File: config.mk
export PLATFORM = sky130hd
export DESIGN_NAME = button_debounce_repeat_flat
export DESIGN_NICKNAME = d
export VERILOG_FILES = /design/src/rtl/pong_pkg.sv /design/src/rtl/button_debounce_repeat_if.sv /design/src/rtl/debounce_channel.sv /design/src/rtl/button_debounce_repeat.sv /design/src/flat_wrapper.sv
export SDC_FILE = /design/constraint.sdc
export NUM_CORES = 1
export LEC_CHECK = 0
export CAP_MARGIN = 20
export CORE_ASPECT_RATIO = 0.75
export CORE_UTILIZATION = 42
export DETAILED_ROUTE_END_ITERATION = 10
export PLACE_DENSITY = 0.66
export SLEW_MARGIN = 20
export SYNTH_ARGS = -nofsm -noshare
export SYNTH_HDL_FRONTEND = slang
export SYNTH_SLANG_ARGS = --single-unit
File: constraint.sdc
create_clock -name CLK -period 3.5 [get_ports CLK]
set_clock_uncertainty 0.05 [all_clocks]
set_input_delay 0.7 -clock CLK [delete_from_list [all_inputs] [get_ports CLK]]
set_output_delay 0.7 -clock CLK [all_outputs]
set_load 0.1 [all_outputs]
File: src/rtl/pong_pkg.sv
// Shared constants and types for the pong game front-end.
package pong_pkg;

    // Button channel indices
    localparam int BTN_B1_LEFT  = 0;
    localparam int BTN_B1_RIGHT = 1;
    localparam int BTN_B2_LEFT  = 2;
    localparam int BTN_B2_RIGHT = 3;
    localparam int BTN_SERVE    = 4;

    // Default timing at 50 MHz
    localparam int DEF_N_BTN           = 5;
    localparam int DEF_DEBOUNCE_CYCLES = 500000;
    localparam int DEF_REPEAT_DELAY    = 25000000;
    localparam int DEF_REPEAT_PERIOD   = 5000000;
    localparam int DEF_CNT_W           = 26;

    // Press/auto-repeat state per button
    typedef enum logic [1:0] {
        IDLE   = 2'd0,
        DELAY  = 2'd1,
        REPEAT = 2'd2
    } btn_state_e;

    // Map a pin level to "pressed" (1) given the board polarity
    function automatic logic to_pressed(input logic pin, input bit active_low);
        return active_low ? ~pin : pin;
    endfunction

endpackage

File: src/rtl/button_debounce_repeat_if.sv
// Button bundle between the board pins / game core and the debouncer.
interface button_debounce_repeat_if #(
    parameter int N_BTN = 5
);
    logic [N_BTN-1:0] btn_raw;
    logic [N_BTN-1:0] btn_ack;
    logic [N_BTN-1:0] btn_level;
    logic [N_BTN-1:0] btn_evt;
    logic [N_BTN-1:0] btn_pend;

    // Driver of raw pins and acknowledges, consumer of events
    modport master (
        output btn_raw, btn_ack,
        input  btn_level, btn_evt, btn_pend
    );

    // The debouncer itself
    modport slave (
        input  btn_raw, btn_ack,
        output btn_level, btn_evt, btn_pend
    );
endinterface

File: src/rtl/debounce_channel.sv
// One button: synchroniser, debounce counter, press/repeat FSM, sticky pending flag.
module debounce_channel
    import pong_pkg::*;
#(
    parameter bit ACTIVE_LOW      = 1'b1,
    parameter int DEBOUNCE_CYCLES = DEF_DEBOUNCE_CYCLES,
    parameter int REPEAT_DELAY    = DEF_REPEAT_DELAY,
    parameter int REPEAT_PERIOD   = DEF_REPEAT_PERIOD,
    parameter int CNT_W           = DEF_CNT_W
) (
    input  logic CLK,
    input  logic RSTn,
    input  logic raw,
    input  logic ack,
    output logic level,
    output logic evt,
    output logic pend
);
    localparam logic [CNT_W-1:0] DB_LAST  = CNT_W'(DEBOUNCE_CYCLES - 1);
    localparam logic [CNT_W-1:0] RD_LAST  = CNT_W'(REPEAT_DELAY - 1);
    localparam logic [CNT_W-1:0] RP_LAST  = CNT_W'(REPEAT_PERIOD - 1);
    localparam logic             RELEASED = ACTIVE_LOW;

    logic             sync_p0;
    logic             sync_p1;
    logic             s;
    logic [CNT_W-1:0] db_cnt;
    logic [CNT_W-1:0] hold_cnt;
    btn_state_e       state;
    logic             db_flip;
    logic             rise;
    logic             fall;

    // Two-flop synchroniser; reset to the released pin level so reset never looks like a press
    always_ff @(posedge CLK or negedge RSTn) begin
        if (!RSTn) begin
            sync_p0 <= RELEASED;
            sync_p1 <= RELEASED;
        end else begin
            sync_p0 <= raw;
            sync_p1 <= sync_p0;
        end
    end

    assign s       = to_pressed(sync_p1, ACTIVE_LOW);
    // Level edges are known one cycle early so the FSM can register evt alongside the level edge
    assign db_flip = (s != level) && (db_cnt == DB_LAST);
    assign rise    = db_flip && s;
    assign fall    = db_flip && !s;

    // Debounce: level follows s only after DEBOUNCE_CYCLES consecutive disagreeing samples
    always_ff @(posedge CLK or negedge RSTn) begin
        if (!RSTn) begin
            db_cnt <= '0;
            level  <= 1'b0;
        end else if (s == level) begin
            db_cnt <= '0;
        end else if (db_cnt == DB_LAST) begin
            level  <= s;
            db_cnt <= '0;
        end else begin
            db_cnt <= db_cnt + 1'b1;
        end
    end

    // Press / auto-repeat FSM; release ends the hold with no event
    always_ff @(posedge CLK or negedge RSTn) begin
        if (!RSTn) begin
            state    <= IDLE;
            hold_cnt <= '0;
            evt      <= 1'b0;
        end else begin
            evt <= 1'b0;
            case (state)
                IDLE: begin
                    hold_cnt <= '0;
                    if (rise) begin
                        evt   <= 1'b1;
                        state <= DELAY;
                    end
                end
                DELAY: begin
                    if (fall) begin
                        state    <= IDLE;
                        hold_cnt <= '0;
                    end else if (hold_cnt == RD_LAST) begin
                        evt      <= 1'b1;
                        hold_cnt <= '0;
                        state    <= REPEAT;
                    end else begin
                        hold_cnt <= hold_cnt + 1'b1;
                    end
                end
                REPEAT: begin
                    if (fall) begin
                        state    <= IDLE;
                        hold_cnt <= '0;
                    end else if (hold_cnt == RP_LAST) begin
                        evt      <= 1'b1;
                        hold_cnt <= '0;
                    end else begin
                        hold_cnt <= hold_cnt + 1'b1;
                    end
                end
                default: begin
                    state    <= IDLE;
                    hold_cnt <= '0;
                end
            endcase
        end
    end

    // Sticky pending flag; a new event beats a coincident acknowledge
    always_ff @(posedge CLK or negedge RSTn) begin
        if (!RSTn) begin
            pend <= 1'b0;
        end else begin
            pend <= evt | (pend & ~ack);
        end
    end

endmodule

File: src/rtl/button_debounce_repeat.sv
// Push-button front-end for the pong core: N_BTN independent debounce/repeat channels.
module button_debounce_repeat
    import pong_pkg::*;
#(
    parameter int N_BTN           = DEF_N_BTN,
    parameter bit ACTIVE_LOW      = 1'b1,
    parameter int DEBOUNCE_CYCLES = DEF_DEBOUNCE_CYCLES,
    parameter int REPEAT_DELAY    = DEF_REPEAT_DELAY,
    parameter int REPEAT_PERIOD   = DEF_REPEAT_PERIOD,
    parameter int CNT_W           = DEF_CNT_W
) (
    input logic                     CLK,
    input logic                     RSTn,
    button_debounce_repeat_if.slave bus
);
    logic [N_BTN-1:0] level;
    logic [N_BTN-1:0] evt;
    logic [N_BTN-1:0] pend;

    for (genvar i = 0; i < N_BTN; i++) begin : g_ch
        debounce_channel #(
            .ACTIVE_LOW      (ACTIVE_LOW),
            .DEBOUNCE_CYCLES (DEBOUNCE_CYCLES),
            .REPEAT_DELAY    (REPEAT_DELAY),
            .REPEAT_PERIOD   (REPEAT_PERIOD),
            .CNT_W           (CNT_W)
        ) u_ch (
            .CLK   (CLK),
            .RSTn  (RSTn),
            .raw   (bus.btn_raw[i]),
            .ack   (bus.btn_ack[i]),
            .level (level[i]),
            .evt   (evt[i]),
            .pend  (pend[i])
        );
    end

    assign bus.btn_level = level;
    assign bus.btn_evt   = evt;
    assign bus.btn_pend  = pend;

endmodule

File: src/flat_wrapper.sv
// flat-port wrapper written by rule: the top's interface ports become plain ports
module button_debounce_repeat_flat import pong_pkg::*;
#(
    parameter int N_BTN           = DEF_N_BTN,
    parameter bit ACTIVE_LOW      = 1'b1,
    parameter int DEBOUNCE_CYCLES = DEF_DEBOUNCE_CYCLES,
    parameter int REPEAT_DELAY    = DEF_REPEAT_DELAY,
    parameter int REPEAT_PERIOD   = DEF_REPEAT_PERIOD,
    parameter int CNT_W           = DEF_CNT_W
)
  (CLK, RSTn, bus_btn_raw, bus_btn_ack, bus_btn_level, bus_btn_evt, bus_btn_pend);
  button_debounce_repeat_if #(.N_BTN(N_BTN)) bus_i ();
  input logic CLK;
  input logic RSTn;
  input wire logic [$bits(bus_i.btn_raw)-1:0] bus_btn_raw;
  input wire logic [$bits(bus_i.btn_ack)-1:0] bus_btn_ack;
  output wire logic [$bits(bus_i.btn_level)-1:0] bus_btn_level;
  output wire logic [$bits(bus_i.btn_evt)-1:0] bus_btn_evt;
  output wire logic [$bits(bus_i.btn_pend)-1:0] bus_btn_pend;
  assign bus_i.btn_raw = bus_btn_raw;
  assign bus_i.btn_ack = bus_btn_ack;
  assign bus_btn_level = bus_i.btn_level;
  assign bus_btn_evt = bus_i.btn_evt;
  assign bus_btn_pend = bus_i.btn_pend;
  button_debounce_repeat #(.N_BTN(N_BTN), .ACTIVE_LOW(ACTIVE_LOW), .DEBOUNCE_CYCLES(DEBOUNCE_CYCLES), .REPEAT_DELAY(REPEAT_DELAY), .REPEAT_PERIOD(REPEAT_PERIOD), .CNT_W(CNT_W)) u_core (.CLK(CLK), .RSTn(RSTn), .bus(bus_i));
endmodule
# Yosys cells after proc, flatten, opt, wreduce, memory -nomap -nowiden

Index checks and enable logic that the tools add are counted.

Add/sub/neg operators: 10
Eq/ne operators: 50
Muxes and demuxes: 90
Bitwise logic cells: 25
Reductions and logical operators: 30

Operator list:

| cell                    | number |
|---|---|
| $mux W26                | 30 |
| $add A26 B1 Y26 const B | 10 |
| $pmux W26 S2            | 5 |
| $eq A26 B19 Y1 const B  | 5 |
| $eq A26 B23 Y1 const B  | 5 |
| $eq A26 B25 Y1 const B  | 5 |
| $mux W2                 | 20 |
| $pmux W2 S3             | 5 |
| $mux W1                 | 25 |
| $ne A2 B2 Y1 const B    | 10 |
| $logic_and A1 B1 Y1     | 15 |
| $ne A3 B3 Y1 const B    | 5 |
| $not A1 Y1              | 15 |
| $pmux W1 S3             | 5 |
| $reduce_and A3 Y1       | 5 |
| $eq A2 B1 Y1 const B    | 5 |
| $eq A2 B2 Y1 const B    | 5 |
| $logic_not A2 Y1        | 5 |
| $reduce_and A2 Y1       | 5 |
| $and A1 B1 Y1           | 5 |
| $eq A1 B1 Y1            | 5 |
| $ne A1 B1 Y1            | 5 |
| $or A1 B1 Y1            | 5 |

Flip-flop bits (word level): 295
Input bits: 12
Output and inout bits: 15
Word-level logic and storage cells: 245

# Logic depth before layout (Yosys ltp)

Gate-level depths: netlist of the first run.

Word-level depth: 6
Depth in mapped cells: 8
Depth with buffers taken out: 7

# Hierarchy

Synthesis of the first run repeated with hierarchy kept, for this count alone.

Cell total of the unflattened synthesis: 1572
Area, all modules: 15528.6 µm²

By module, submodules not included:

| module                                     | times used | cells each | area an instance (µm²) | sequential area each (µm²) |
|---|---|---|---|---|
| debounce_channel (u_core.g_ch[1].u_ch ...) | 3          | 312        | 3124.2                 | 1478.9 |
| debounce_channel (u_core.g_ch[4].u_ch)     | 1          | 318        | 3113.0                 | 1478.9 |
| debounce_channel (u_core.g_ch[0].u_ch)     | 1          | 318        | 3042.9                 | 1478.9 |

# Worst setup path after synthesis of the first run

OpenSTA, ideal clock, no wires.

Path type: register -> register
Start point: register u_core.g_ch[1].u_ch.hold_cnt[6]
End point: register u_core.g_ch[1].u_ch.state[1]
Setup time: 0.069 ns
Arrival: 2.279 ns
Required time: 3.381 ns
Setup slack: 1.102 ns
Cell stages (with the launch flop): 6
Buffers on the path: 0
Period minus slack after synthesis: 2.398 ns
Path through: dfrtp_1 or4b_1 or4_4 o31a_1 or4_1 nand3_1

Cells in the longest elaborated chain, start to end: 3

RTL lines:

| item                        | line                    | source |
|---|---|---|
| start, declared             | debounce_channel.sv:28  | `logic [CNT_W-1:0] hold_cnt;` |
| start signal, assigned      | debounce_channel.sv:91  | `hold_cnt <= hold_cnt + 1'b1;` |
| start signal, assigned      | debounce_channel.sv:102 | `hold_cnt <= hold_cnt + 1'b1;` |
| $eq A26 B25 Y1              | debounce_channel.sv:86  | `end else if (hold_cnt == RD_LAST) begin` |
| $ne A3 B3 Y1 (no line)      | n/a                     |  |
| $reduce_and A3 Y1 (no line) | n/a                     |  |
| end signal, assigned        | debounce_channel.sv:84  | `state <= IDLE;` |
| end signal, assigned        | debounce_channel.sv:89  | `state <= REPEAT;` |
| end signal, assigned        | debounce_channel.sv:96  | `state <= IDLE;` |
| end, declared               | debounce_channel.sv:29  | `btn_state_e state;` |

No other way between the ends.
A chain may end at the register's enable or synchronous reset.

# Worst setup path after layout of the first run

Start point: register u_core.g_ch[1].u_ch.evt
End point: output port bus_btn_evt[1]

RTL lines:

| item                   | line                   | source |
|---|---|---|
| start, declared        | debounce_channel.sv:16 | `output logic evt,` |
| start signal, assigned | debounce_channel.sv:71 | `evt <= 1'b0;` |
| start signal, assigned | debounce_channel.sv:73 | `evt <= 1'b0;` |
| start signal, assigned | debounce_channel.sv:78 | `evt <= 1'b1;` |
| end, declared          | flat_wrapper.sv:18     | `output wire logic [$bits(bus_i.btn_evt)-1:0] bus_btn_evt;` |

No word-level cell between the ends.

==> results.yml, run 1 <==
logic_synthesis:
  synthSimpleGateAreaFrac: 0.281
  synthMuxAreaShare: 0.00139
  synth_top_family_by_area: "simple AND/OR/NAND/NOR gates"
  yosysTopAreaCell: "dfrtp_1"
  yosys_most_used_dff: "dfrtp_1"
  synthAdderAreaFrac: 0.0246
  yosys_warnings: 0
  synthArstFlopShare: 1.00
  synth_top_cell_area_share: 0.467
  ys_ff_latch: 295
  synth-seq-area-share: 0.485
  synth_compound_area_frac: 0.0380
  ys_types: 62
  synthTopCellsByArea: "dfrtp_1 (47%), xnor2_1 (8.3%), nor2_1 (7.4%)"
  synth_top_cells_by_count: "nor2_1 (300), dfrtp_1 (285), xnor2_1 (144)"
  synth_xor_area_frac: 0.136
  synthCells: 1597
  synth_area_sq_um: 15300
  yosysMostFrequentCell: "nor2_1"
  synth.net_count: 1639
  synth.avg_cell_area_sq_um: 9.56
  synth_edf_count: 0
placed_design:
  placed_cells: 2042
  pre_cts_slack_ns: 0.737
  hpwl_um: 19500
  gp_congestion: 0.818
  portBuffers: 26
  placed_area_sq_um: 15900
timing:
  setup_slack_ns: 0.691
  tightest_slew_ns: 1.02
  rsz0062_at_grt: "false"
  fmax_ghz: 0.356
  fin_crit_sh: 0.803
  hold_violations: 0
  period_needed_ns: 2.81
  fin_setup_tns_ns: 0
  relSlewSlack: 0.319
  slew_violations: 0
  setup_viol: 0
pwr:
  powerDensity_nw_per_um2: 416
  finalPower_w: 0.00708
  p_leak_nw: 6.66
  ir_drop_v: 0.000353
setup_path:
  rrSetupSlack_ns: 0.75
  arrival_ns: 2.06
  cp_max_fo: 2
  critPathRequiredTime_ns: 2.75
  critPathTopFamily: "buffers and inverters"
  reg2reg_depth: 5
  path_buf_inv: 1
  reg2reg_to: "u_core.g_ch[1].u_ch.hold_cnt[3]$_DFF_PN0_"
  cp_cell_sequence: "clkdlybuf4s50_1"
  end_kind: "output pin"
  r2r-start: "u_core.g_ch[1].u_ch.hold_cnt[6]$_DFF_PN0_"
  max_stage_delay_ns: 1.14
  start_kind: "flop"
  worstSetupPathType: "flop to output pin"
  cpMaxStageDelayCell: "clkdlybuf4s50_1"
clock_tree:
  cts_resized: 0
  clockBufferDepth: 3
  htreeDepth: 1
  numCtsBuffers: 31
  hold_buffers: 0
  clk-insertion-delay-late_ns: 0.57
  cts-root-buf: "clkbuf_16"
  post_cts_buffers: 0
  cts_sinks: 295
  cts_tree: "built"
  clk_pin_slew_ns: 0.06
floorplanning:
  die-area_sq_um: 37100
  fp.dieW_um: 222
  core_sq_um: 35800
  num_io_pins: 27
  rows: 60
  die_h_um: 167
  start_util: 0.426
finish:
  num_antenna_cells: 0
  n_fill_cell: 3323
  fin_area_sq_um: 17000
  final_nets: 1652
  drive_above_1_share: 0.0599
  fin_cells: 2100
  syn_to_final_growth_pct: 11.5
global_route:
  antenna_found_initial: 0
  grt_max_degree: 81
  track_usage: 0.162
  grt_first_pass_wirelength_um: 52000
  grt_pass1_vias: 10800
  grt_overflow: 0
routing:
  wl_per_cell_um: 14.0
  wirelength_um: 29300
  drcViolationCount: 0
  dr.pass1.iters: 5
  drt_iter0_drc: 677
  vias: 11300
  viasPerCell: 5.36
  postRouteAntennaNets: 0
min_path:
  hold_class: "input pin to async pin"
outcome:
  outcome: "finished, final reports clean"
run:
  cap_violations: 0
## through the flow
stage / hold WS, ns / util
3_3_place_gp: 0.298 / 0.445
3_5_place_dp: 0.297 / 0.445
5_1_grt: 0.0698 / 0.475
2_1_floorplan: 0.295 / -
6_report: 0.0401 / 0.475
4_1_cts: 0.0458 / 0.475
## cell usage in the layout, fill, tap and decap left out, drive strengths merged, types with 4 or more instances in the layout
cell           synthesis  routed
nor2                 300     300
dfrtp                285     285
xnor2                144     144
nand3                102     102
xor2                  93      93
nand2                 89      89
nand4                 77      77
inv                   65      66
nor3                  52      52
nor4                  44      44
clkbuf                39      43
and3                  40      40
and4                  39      39
ha                    30      30
buf                   19      22
nor4b                 21      21
and2                  16      16
o21ai                 16      16
clkdlybuf4s50          0      16
nor4bb                13      13
a21oi                 11      11
dfstp                 10      10
or3                    8       8
o211ai                 8       8
clkinv                 0       7
a21o                   6       6
or4                    6       6
bufinv                 0       5
o31a                   5       5
o221ai                 5       5
or4b                   5       5
o21a                   4       4
or2                    4       4
## registers in the layout, indices dropped and copies added (netlist names)
name / cells
u_core.g_ch.u_ch.db_cnt: 130
u_core.g_ch.u_ch.sync_p1: 5
u_core.g_ch.u_ch.state: 10
u_core.g_ch.u_ch.sync_p0: 5
u_core.g_ch.u_ch.level: 5
u_core.g_ch.u_ch.hold_cnt: 130
u_core.g_ch.u_ch.pend: 5
u_core.g_ch.u_ch.evt: 5
## layout make-up
class / count / area [sq um] / area share
sequential: 295 / 7390 / 0.434
multi-input combinational: 1179 / 7350 / 0.432
clock buffer: 43 / 871 / 0.0512
tap: 465 / 582 / 0.0342
timing repair buffer: 38 / 370 / 0.0218
inverter: 65 / 244 / 0.0143
clock inverter: 15 / 213 / 0.0125
## power breakdown
group / switching, W / total, W / internal, W
clock network: 0.00138 / 0.00348 / 0.00210
logic: 0.000106 / 0.000143 / 0.0000371
registers: 0.0000201 / 0.00346 / 0.00344
## worst max-delay path by stage
stage,from,endpoint,slack [ns],cells after the start
after global placement,u_core.g_ch[1].u_ch.hold_cnt[6]$_DFF_PN0_,u_core.g_ch[1].u_ch.hold_cnt[22]$_DFF_PN0_,0.81,5
after floorplan,u_core.g_ch[1].u_ch.hold_cnt[6]$_DFF_PN0_,u_core.g_ch[1].u_ch.state[1]$_DFFE_PN0P_,1.10,5
final,u_core.g_ch[1].u_ch.evt$_DFF_PN0_,bus_btn_evt[1],0.69,1
after CTS,u_core.g_ch[1].u_ch.evt$_DFF_PN0_,bus_btn_evt[1],0.64,1
after detailed placement,u_core.g_ch[1].u_ch.hold_cnt[6]$_DFF_PN0_,u_core.g_ch[1].u_ch.hold_cnt[3]$_DFF_PN0_,0.74,5
after global routing,u_core.g_ch[1].u_ch.hold_cnt[6]$_DFF_PN0_,u_core.g_ch[1].u_ch.hold_cnt[7]$_DFF_PN0_,0.56,5
## per-layer routing
metal | wire length [um] | track usage
met3 | 1010 | 0.0258
met1 | 15200 | 0.246
met2 | 12600 | 0.242
met4 | 544 | 0.0368
met5 | 0 | 0
## cell families (layout without fill, tap and decap cells)
logic type,Yosys count,after routing
AND/OR/NAND/NOR,831,831
flip-flops,295,295
XOR/XNOR,237,237
buffers and inverters,123,161
AO/OA/AOI/OAI,79,79
adder cells (fa/ha/maj),30,30
multiplexers,2,2
Power figures use the tool's default switching activity.
==> run 2, diff against run 1 <==
- clock period: 3.5 -> 2.81 ns (I/O delays scaled with it)
==> run 2 against run 1 <==
Effect of this change: total power up 27%; final area up 0.94%; clock power up 30%; core utilization up 0.45 points; flip-flop and latch count unchanged; wire length up 1.5%; die area unchanged; sequential share of layout area down 0.40 points; critical endpoint is now u_core.g_ch[1].u_ch.hold_cnt[14]$_DFF_PN0_.
==> results.yml, run 2 (same netlist as run 1, synthesis figures left out) <==
setup_path:
  worstSetupPathType: "flop to flop"
  cp_max_fo: 10
  critPathRequiredTime_ns: 3.22
  end_kind: "flop"
  arrival_ns: 2.99
  cp_cell_sequence: "or4b_1, or4_4, o31a_1, o221ai_4, buf_4, nor2_1"
  cpMaxStageDelayCell: "or4b_1"
  max_stage_delay_ns: 0.52
  start_kind: "flop"
clock_tree:
  clk-insertion-delay-late_ns: 0.57
  clockBufferDepth: 3
  htreeDepth: 1
  post_cts_buffers: 0
  cts-root-buf: "clkbuf_16"
  numCtsBuffers: 31
  clk_pin_slew_ns: 0.06
  cts_sinks: 295
  cts_tree: "built"
timing:
  setup_slack_ns: 0.221
  slew_violations: 0
  fin_setup_tns_ns: 0
  rsz0062_at_grt: "false"
  relSlewSlack: 0.303
  hold_violations: 0
  setup_viol: 0
  fin_crit_sh: 0.921
  tightest_slew_ns: 1.04
  period_needed_ns: 2.59
  fmax_ghz: 0.386
min_path:
  hold_class: "flop to flop"
global_route:
  grt_overflow: 0
  grt_first_pass_wirelength_um: 52700
  grt_max_degree: 63
  grt_pass1_vias: 10900
  track_usage: 0.165
  antenna_found_initial: 0
pwr:
  ir_drop_v: 0.000423
  p_leak_nw: 6.76
  powerDensity_nw_per_um2: 524
floorplanning:
  start_util: 0.426
  die_h_um: 167
  die-area_sq_um: 37100
  rows: 60
  fp.dieW_um: 222
  num_io_pins: 27
  core_sq_um: 35800
placed_design:
  pre_cts_slack_ns: 0.212
  portBuffers: 26
  hpwl_um: 20000
  gp_congestion: 0.843
routing:
  viasPerCell: 5.29
  drcViolationCount: 0
  dr.pass1.iters: 4
  wirelength_um: 29700
  vias: 11200
  postRouteAntennaNets: 0
  wl_per_cell_um: 14.1
  drt_iter0_drc: 758
finish:
  top_regs: "u_core.g_ch.u_ch.db_cnt: 130 flops, u_core.g_ch.u_ch.hold_cnt: 130 flops, u_core.g_ch.u_ch.state: 10 flops"
  syn_to_final_growth_pct: 12.6
  num_antenna_cells: 0
  mostFrequentLayoutCells: "nor2_1 (300), dfrtp_1 (285), xnor2_1 (144)"
  drive_above_1_share: 0.0722
  final_common_cell: "nor2_1"
  ff_latch_area_sq_um: 7390
  n_fill_cell: 3268
  multi_input_area_sq_um: 7350
  final_nets: 1665
outcome:
  outcome: "finished, final reports clean"
run:
  cap_violations: 0
run 2: critical path: cells and delay by family, from the launching register on:
kind	cells	cell delay, ns
simple gates	3	1.02
compound gates	2	0.74
flops	1	0.43
buf+inv	1	0.24
run 2: area by class of cell:
type,instances,share of cell area
Inverter,65,0.0142
Multi-Input combinational cell,1179,0.428
Tap cell,465,0.0339
Sequential cell,295,0.430
Clock buffer,39,0.0492
Clock inverter,19,0.0167
Timing Repair Buffer,51,0.0280
run 2: final timing paths:
path	startpoint	endpoint	slack [ns]	depth (start not counted)
setup / recovery	u_core.g_ch[1].u_ch.hold_cnt[6]$_DFF_PN0_	u_core.g_ch[1].u_ch.hold_cnt[14]$_DFF_PN0_	0.22	6
hold / removal	u_core.g_ch[0].u_ch.sync_p0$_DFF_PN1_	u_core.g_ch[0].u_ch.sync_p1$_DFF_PN1_	0.30	0
setup reg to reg	u_core.g_ch[1].u_ch.hold_cnt[6]$_DFF_PN0_	u_core.g_ch[1].u_ch.hold_cnt[14]$_DFF_PN0_	0.22	6
hold reg to reg	u_core.g_ch[0].u_ch.sync_p0$_DFF_PN1_	u_core.g_ch[0].u_ch.sync_p1$_DFF_PN1_	0.30	0
max in group asynchronous	RSTn	u_core.g_ch[4].u_ch.sync_p1$_DFF_PN1_	1.52	3
min in group asynchronous	RSTn	u_core.g_ch[3].u_ch.pend$_DFF_PN0_	0.48	2
run 2: where the power goes:
part	switching, W	internal [W]	leakage (nW)	total, W
Clock	0.00174	0.00277	0.547	0.00451
Sequential	0.0000251	0.00428	4.08	0.00430
Combinational	0.000136	0.0000584	2.14	0.000194
run 2: repair_timing:
item	in CTS	in global routing
gates resized for setup	0	0
endpoints found under the hold margin	52	0
hold buffers	1	0
run 2: per-layer routing:
metal  up-vias  track usage  wire length [um]
met2       152        0.247             12600
met5         -            0                 0
li1       5582            -                 -
met1      5406        0.250             15600
met4         0       0.0347               491
met3        39       0.0265              1130
run 2: per-stage QoR:
step / power [W] / instances / cell area [sq um] / hold slack (ns) / util
after floorplan: 0.00443 / 1597 / 15300 / 0.216 / -
after global placement: 0.00458 / 2054 / 16000 / 0.297 / 0.448
after detailed placement: 0.00458 / 2054 / 16000 / 0.298 / 0.448
after CTS: 0.00917 / 2113 / 17200 / 0.306 / 0.480
after global routing: 0.00937 / 2113 / 17200 / 0.312 / 0.480
final: 0.00901 / 2113 / 17200 / 0.305 / 0.480
==> run 3, diff against run 2 <==
- DONT_BUFFER_PORTS: not set -> 1
- MAX_ROUTING_LAYER: not set -> met4
- PLACE_DENSITY: 0.66 -> 0.65
==> run 3 against run 2 <==
Effect of this change: the flow now finishes with violations (hold timing); cell count down 1.3%; register-to-register slack better by 0.05 ns; flip-flop and latch count did not move; count of clock-buffer cells in the layout increased by 5.
==> results.yml, run 3 (same netlist as run 1, synthesis figures left out) <==
setup_path:
  reg2reg_depth: 5
  critPathTopFamily: "simple AND/OR/NAND/NOR gates"
  max_stage_delay_ns: 0.54
  r2r-start: "u_core.g_ch[1].u_ch.hold_cnt[6]$_DFF_PN0_"
  path_depth: 5
  cp_max_fo: 6
  arrival_ns: 3.00
  critPathRequiredTime_ns: 3.28
  worstSetupPathType: "flop to flop"
  cp_cell_sequence: "or4b_1, or4_4, o31a_1, or4_1, nand3_1"
  end_kind: "flop"
  reg2reg_to: "u_core.g_ch[1].u_ch.state[1]$_DFFE_PN0P_"
  start_kind: "flop"
  path_buf_inv: 0
  rrSetupSlack_ns: 0.28
  cpMaxStageDelayCell: "or4_1"
clock_tree:
  numCtsBuffers: 31
  htreeDepth: 1
  cts_resized: 0
  cts-root-buf: "clkbuf_16"
  cts_sinks: 295
  hold_buffers: 5
  clockBufferDepth: 3
  clk-insertion-delay-late_ns: 0.60
  clk_pin_slew_ns: 0.06
  post_cts_buffers: 0
  cts_tree: "built"
min_path:
  hold_class: "input pin to async pin"
routing:
  dr.pass1.iters: 5
  wirelength_um: 29200
  drt_iter0_drc: 812
  vias: 11100
  postRouteAntennaNets: 0
  viasPerCell: 5.33
  wl_per_cell_um: 14.0
  drcViolationCount: 0
finish:
  num_antenna_cells: 0
  top_regs: "u_core.g_ch.u_ch.db_cnt: 130 flops, u_core.g_ch.u_ch.hold_cnt: 130 flops, u_core.g_ch.u_ch.state: 10 flops"
  final_common_cell: "nor2_1"
  mostFrequentLayoutCells: "nor2_1 (300), dfrtp_1 (285), xnor2_1 (144)"
  fin_area_sq_um: 16900
  final_core_util: 0.472
  final_nets: 1638
  drive_above_1_share: 0.0592
  syn_to_final_growth_pct: 10.8
placed_design:
  portBuffers: 0
  pre_cts_slack_ns: 0.290
  placed_area_sq_um: 15700
  hpwl_um: 18700
  gp_congestion: 0.856
run:
  cap_violations: 0
floorplanning:
  rows: 60
  fp.dieW_um: 222
  die-area_sq_um: 37100
  core_sq_um: 35800
  num_io_pins: 27
  die_h_um: 167
  start_util: 0.426
global_route:
  gr-usage-met2: 0.230
  grt_max_degree: 296
  antenna_found_initial: 0
  top_usage_layer: "met1"
  use_met3: 0.0249
  track_usage: 0.166
  grt_overflow: 0
  met1_usage: 0.251
  grt_first_pass_wirelength_um: 51500
  grt_pass1_vias: 10700
timing:
  rsz0062_at_grt: "false"
  fin_crit_sh: 0.902
  fin_setup_tns_ns: 0
  period_needed_ns: 2.53
  relSlewSlack: 0.300
  fmax_ghz: 0.395
  whs_ns: -0.394
  setup_viol: 0
  setup_slack_ns: 0.276
  slew_violations: 0
  hold_violations: 288
  tightest_slew_ns: 1.05
outcome:
  outcome: "finished, violations left"
  failed_checks: "hold timing"
pwr:
  powerDensity_nw_per_um2: 526
  p_leak_nw: 6.62
  ir_drop_v: 0.000484
  finalPower_w: 0.00890
==> run 3: changes by cell type in the layout (fill, tap and decap cells not counted), sizes merged <==
cell / before / now
clkinv: 7 / 5
bufinv: 7 / 6
buf: 40 / 19
clkbuf: 39 / 44
clkinvlp: 4 / 2
dlygate4sd3: 1 / 5
clkdlybuf4s50: 10 / 0
==> run 3: area by class of cell <==
type / count / area (sq um)
inverter: 65 / 244
multi-input combinational: 1179 / 7350
clock inverter: 14 / 240
clock buffer: 44 / 895
timing repair buffer: 24 / 205
tap: 465 / 582
sequential: 295 / 7390
fill: 3306 / 18900
==> run 3: metal layers <==
metal	part of all wire	wire, um
met1	0.54	15700
met2	0.41	12000
met3	0.032	924
met4	0.023	675
met5	0	0
==> run 3: worst max-delay path by stage <==
stage                                                         start                                          to
after floorplan           u_core.g_ch[1].u_ch.hold_cnt[6]$_DFF_PN0_    u_core.g_ch[1].u_ch.state[1]$_DFFE_PN0P_
after global placement    u_core.g_ch[1].u_ch.hold_cnt[6]$_DFF_PN0_    u_core.g_ch[1].u_ch.state[1]$_DFFE_PN0P_
after detailed placement  u_core.g_ch[1].u_ch.hold_cnt[6]$_DFF_PN0_    u_core.g_ch[1].u_ch.state[1]$_DFFE_PN0P_
after CTS                 u_core.g_ch[1].u_ch.hold_cnt[6]$_DFF_PN0_    u_core.g_ch[1].u_ch.state[1]$_DFFE_PN0P_
after global routing        u_core.g_ch[3].u_ch.db_cnt[0]$_DFF_PN0_  u_core.g_ch[3].u_ch.hold_cnt[14]$_DFF_PN0_
final                     u_core.g_ch[1].u_ch.hold_cnt[6]$_DFF_PN0_    u_core.g_ch[1].u_ch.state[1]$_DFFE_PN0P_
==> run 3: stage by stage <==
step / hold WS, ns / cells
after CTS: -0.427 / 2086
after global placement: 0.223 / 2023
final: -0.394 / 2086
after global routing: -0.413 / 2086
after detailed placement: 0.226 / 2023
after floorplan: 0.216 / 1597
==> run 3: worst reg2reg max path: stages (launching register included) <==
cell and delay, ns:
dfrtp_1 0.43, or4b_1 0.52, or4_4 0.46, o31a_1 0.39
or4_1 0.54, nand3_1 0.10
==> run 3: power breakdown <==
group | switching [W] | leakage [nW] | internal (W)
Sequential | 0.0000261 | 4.08 | 0.00428
Combinational | 0.0000497 | 1.99 | 0.0000308
Clock | 0.00174 | 0.554 | 0.00277
Total | 0.00182 | 6.62 | 0.00708
==> variant: new RTL, settings of run 2 <==
Re-encode `btn_state_e` (3 states) as one-hot, 3 bits wide.
--- a/src/rtl/pong_pkg.sv
+++ b/src/rtl/pong_pkg.sv
@@ -17,8 +17,8 @@
 
     // Press/auto-repeat state per button
-    typedef enum logic [1:0] {
-        IDLE   = 2'd0,
-        DELAY  = 2'd1,
-        REPEAT = 2'd2
+    typedef enum logic [2:0] {
+        IDLE   = 3'b001,
+        DELAY  = 3'b010,
+        REPEAT = 3'b100
     } btn_state_e;
 
Function: no difference found for any inputs over 10 cycles, from zero or initial values and one cycle with RSTn low; not proved beyond that.
==> variant against run 2 <==
  * Via count fell by 3.6%
  * Worst hold slack hardly changed
  * Power is 0.58% lower
  * Die area is 2.5% lower
  * Worst setup slack improved by 0.013 ns
  * Sequential cell count grew 5
  * Sequential share of layout area rose by 2.0 points
  * Routed wire length shrank 1.6%
  * Synthesized area is 2.5% lower
  * Critical path depth down 1
  * Global-route usage rose by 0.33 points
  * Cell area decreased by 2.7%
==> variant: results (changes against run 2) <==
[status]
status=finished, final reports clean

[logic_synthesis]
syn_nets=1554  ; -5.2%
seq_area_frac_synth_pct=50.6  ; +2.1 points
yosys-top-cells-area=dfrtp_1 (48%), nor2_1 (8.0%), xor2_1 (7.5%)
synth_commonest_cells=nor2_1 (319), dfrtp_1 (285), xor2_1 (128)
ys_types=51  ; -18%
async_flop_share_pct=100  ; unchanged

[finish]
largest_registers=u_core.g_ch.u_ch.db_cnt (130), u_core.g_ch.u_ch.hold_cnt (130), u_core.g_ch.u_ch.state (15)
fill_cells=3143  ; -3.8%
drive_above_1_share_pct=8.16  ; +0.93 points

[worst_setup_path]
cp-endpoint=u_core.g_ch[3].u_ch.hold_cnt[25]
r2r_start=u_core.g_ch[3].u_ch.hold_cnt[13]
critPathTopFamily=simple AND/OR/NAND/NOR gates
cp_max_fo=26  ; +16
reg2reg_slack_ns=0.23
max_stage_delay_ns=0.82  ; +0.30 ns
slowest_stage=o21ai_2
r2r_cells=5  ; -1

[global_routing]
antenna_found_initial=0  ; unchanged
grt_use_met1_pct=25.6  ; +0.59 points
use_met2_pct=25.1  ; +0.36 points
grt_pass1_vias=10400  ; -4.6%
grt_pass1_wl_um=50900  ; -3.4%
met3_usage_pct=2.67  ; +0.024 points
gr-usage-all-layers_pct=16.9  ; +0.33 points

[place]
place_congestion=0.804  ; -4.7%
hpwl_um=19700  ; -1.8%
placed_cell_area_sq_mm=0.0156  ; -2.6%
portBuffers=26  ; unchanged

[hold_path]
hold_depth=0  ; unchanged
hold_end=u_core.g_ch[0].u_ch.sync_p1
hold_path_class=reg2reg

[power]
leakage_nw=6.75  ; -0.12%
peakVddDrop_v=0.000395  ; -6.6%
p_int_mw=7.06  ; -0.70%

[route]
viasPerCell=5.25  ; -0.70%
totalWireLength_um=29300  ; -1.6%
drt_pass1_iterations=4  ; unchanged
drt_iter0_drc=718  ; -5.3%

[sta]
whs_ns=0.305  ; -0.000292 ns
finalSetupTns_ns=0  ; unchanged
tightest_slew_ns=1.05  ; +0.00634 ns

[clock_tree]
clk_path_buf_depth=3  ; unchanged
cts_setup_buffers=0  ; unchanged
htreeDepth=1  ; unchanged
cts_root_buf=clkbuf_16

[floorplan]
rows=59  ; -1.7%

==> variant: area by class of cell <==
cell class	instances	area, sq um	share of cell area [%]
inverters	43	161	0.965
clock inverters	17	218	1.30
clock buffers	40	880	5.26
multi-input cells	1140	6890	41.2
flip-flops and latches	300	7530	45.0
well taps	457	572	3.42
repair buffers	54	478	2.86
==> variant: metrics by stage <==
| step | std cells | setup WS, ns | util (%) |
|---|---|---|---|
| after floorplan | 1532 | 0.737 | - |
| after global placement | 1993 | 0.246 | 44.9 |
| final | 2051 | 0.234 | 48.1 |
| after global routing | 2051 | 0.0709 | 48.1 |
| after detailed placement | 1993 | 0.228 | 44.9 |
| after CTS | 2051 | 0.235 | 48.1 |
==> variant: logic make-up (layout without fill, tap and decap cells) <==
kind of cell / Yosys count / count (layout) / synth area share (%)
AOI/OAI and AO/OA: 58 / 58 / 2.72
xor gates and xnor gates: 238 / 238 / 14.0
adders and majority gates: 10 / 10 / 0.841
buffers and inverters: 92 / 154 / 3.16
DFF: 300 / 300 / 50.6
muxes: 4 / 4 / 0.269
and+or+nand+nor: 830 / 830 / 28.4
==> variant: power by group through the flow <==
stage | clock network, mW | logic [mW] | registers (mW)
floorplan | 0 | 0.0646 | 4.45
global placement | 0 | 0.199 | 4.45
detailed placement | 0 | 0.200 | 4.45
CTS | 4.51 | 0.203 | 4.37
global route | 4.69 | 0.228 | 4.37
finish | 4.39 | 0.192 | 4.37
==> variant: per-layer routing <==
layer	vias up	share of wire, %
li1	5345	-
met3	38	3.9
met1	5227	52
met5	-	0
met4	0	1.9
met2	165	42
==> variant: worst register-to-register path: stages (launching register included) <==
cell     delay [ns]
dfrtp_1        0.42
or4_1          0.50
nor4_1         0.36
a21oi_1        0.14
o21ai_2        0.82
nor2_1         0.13
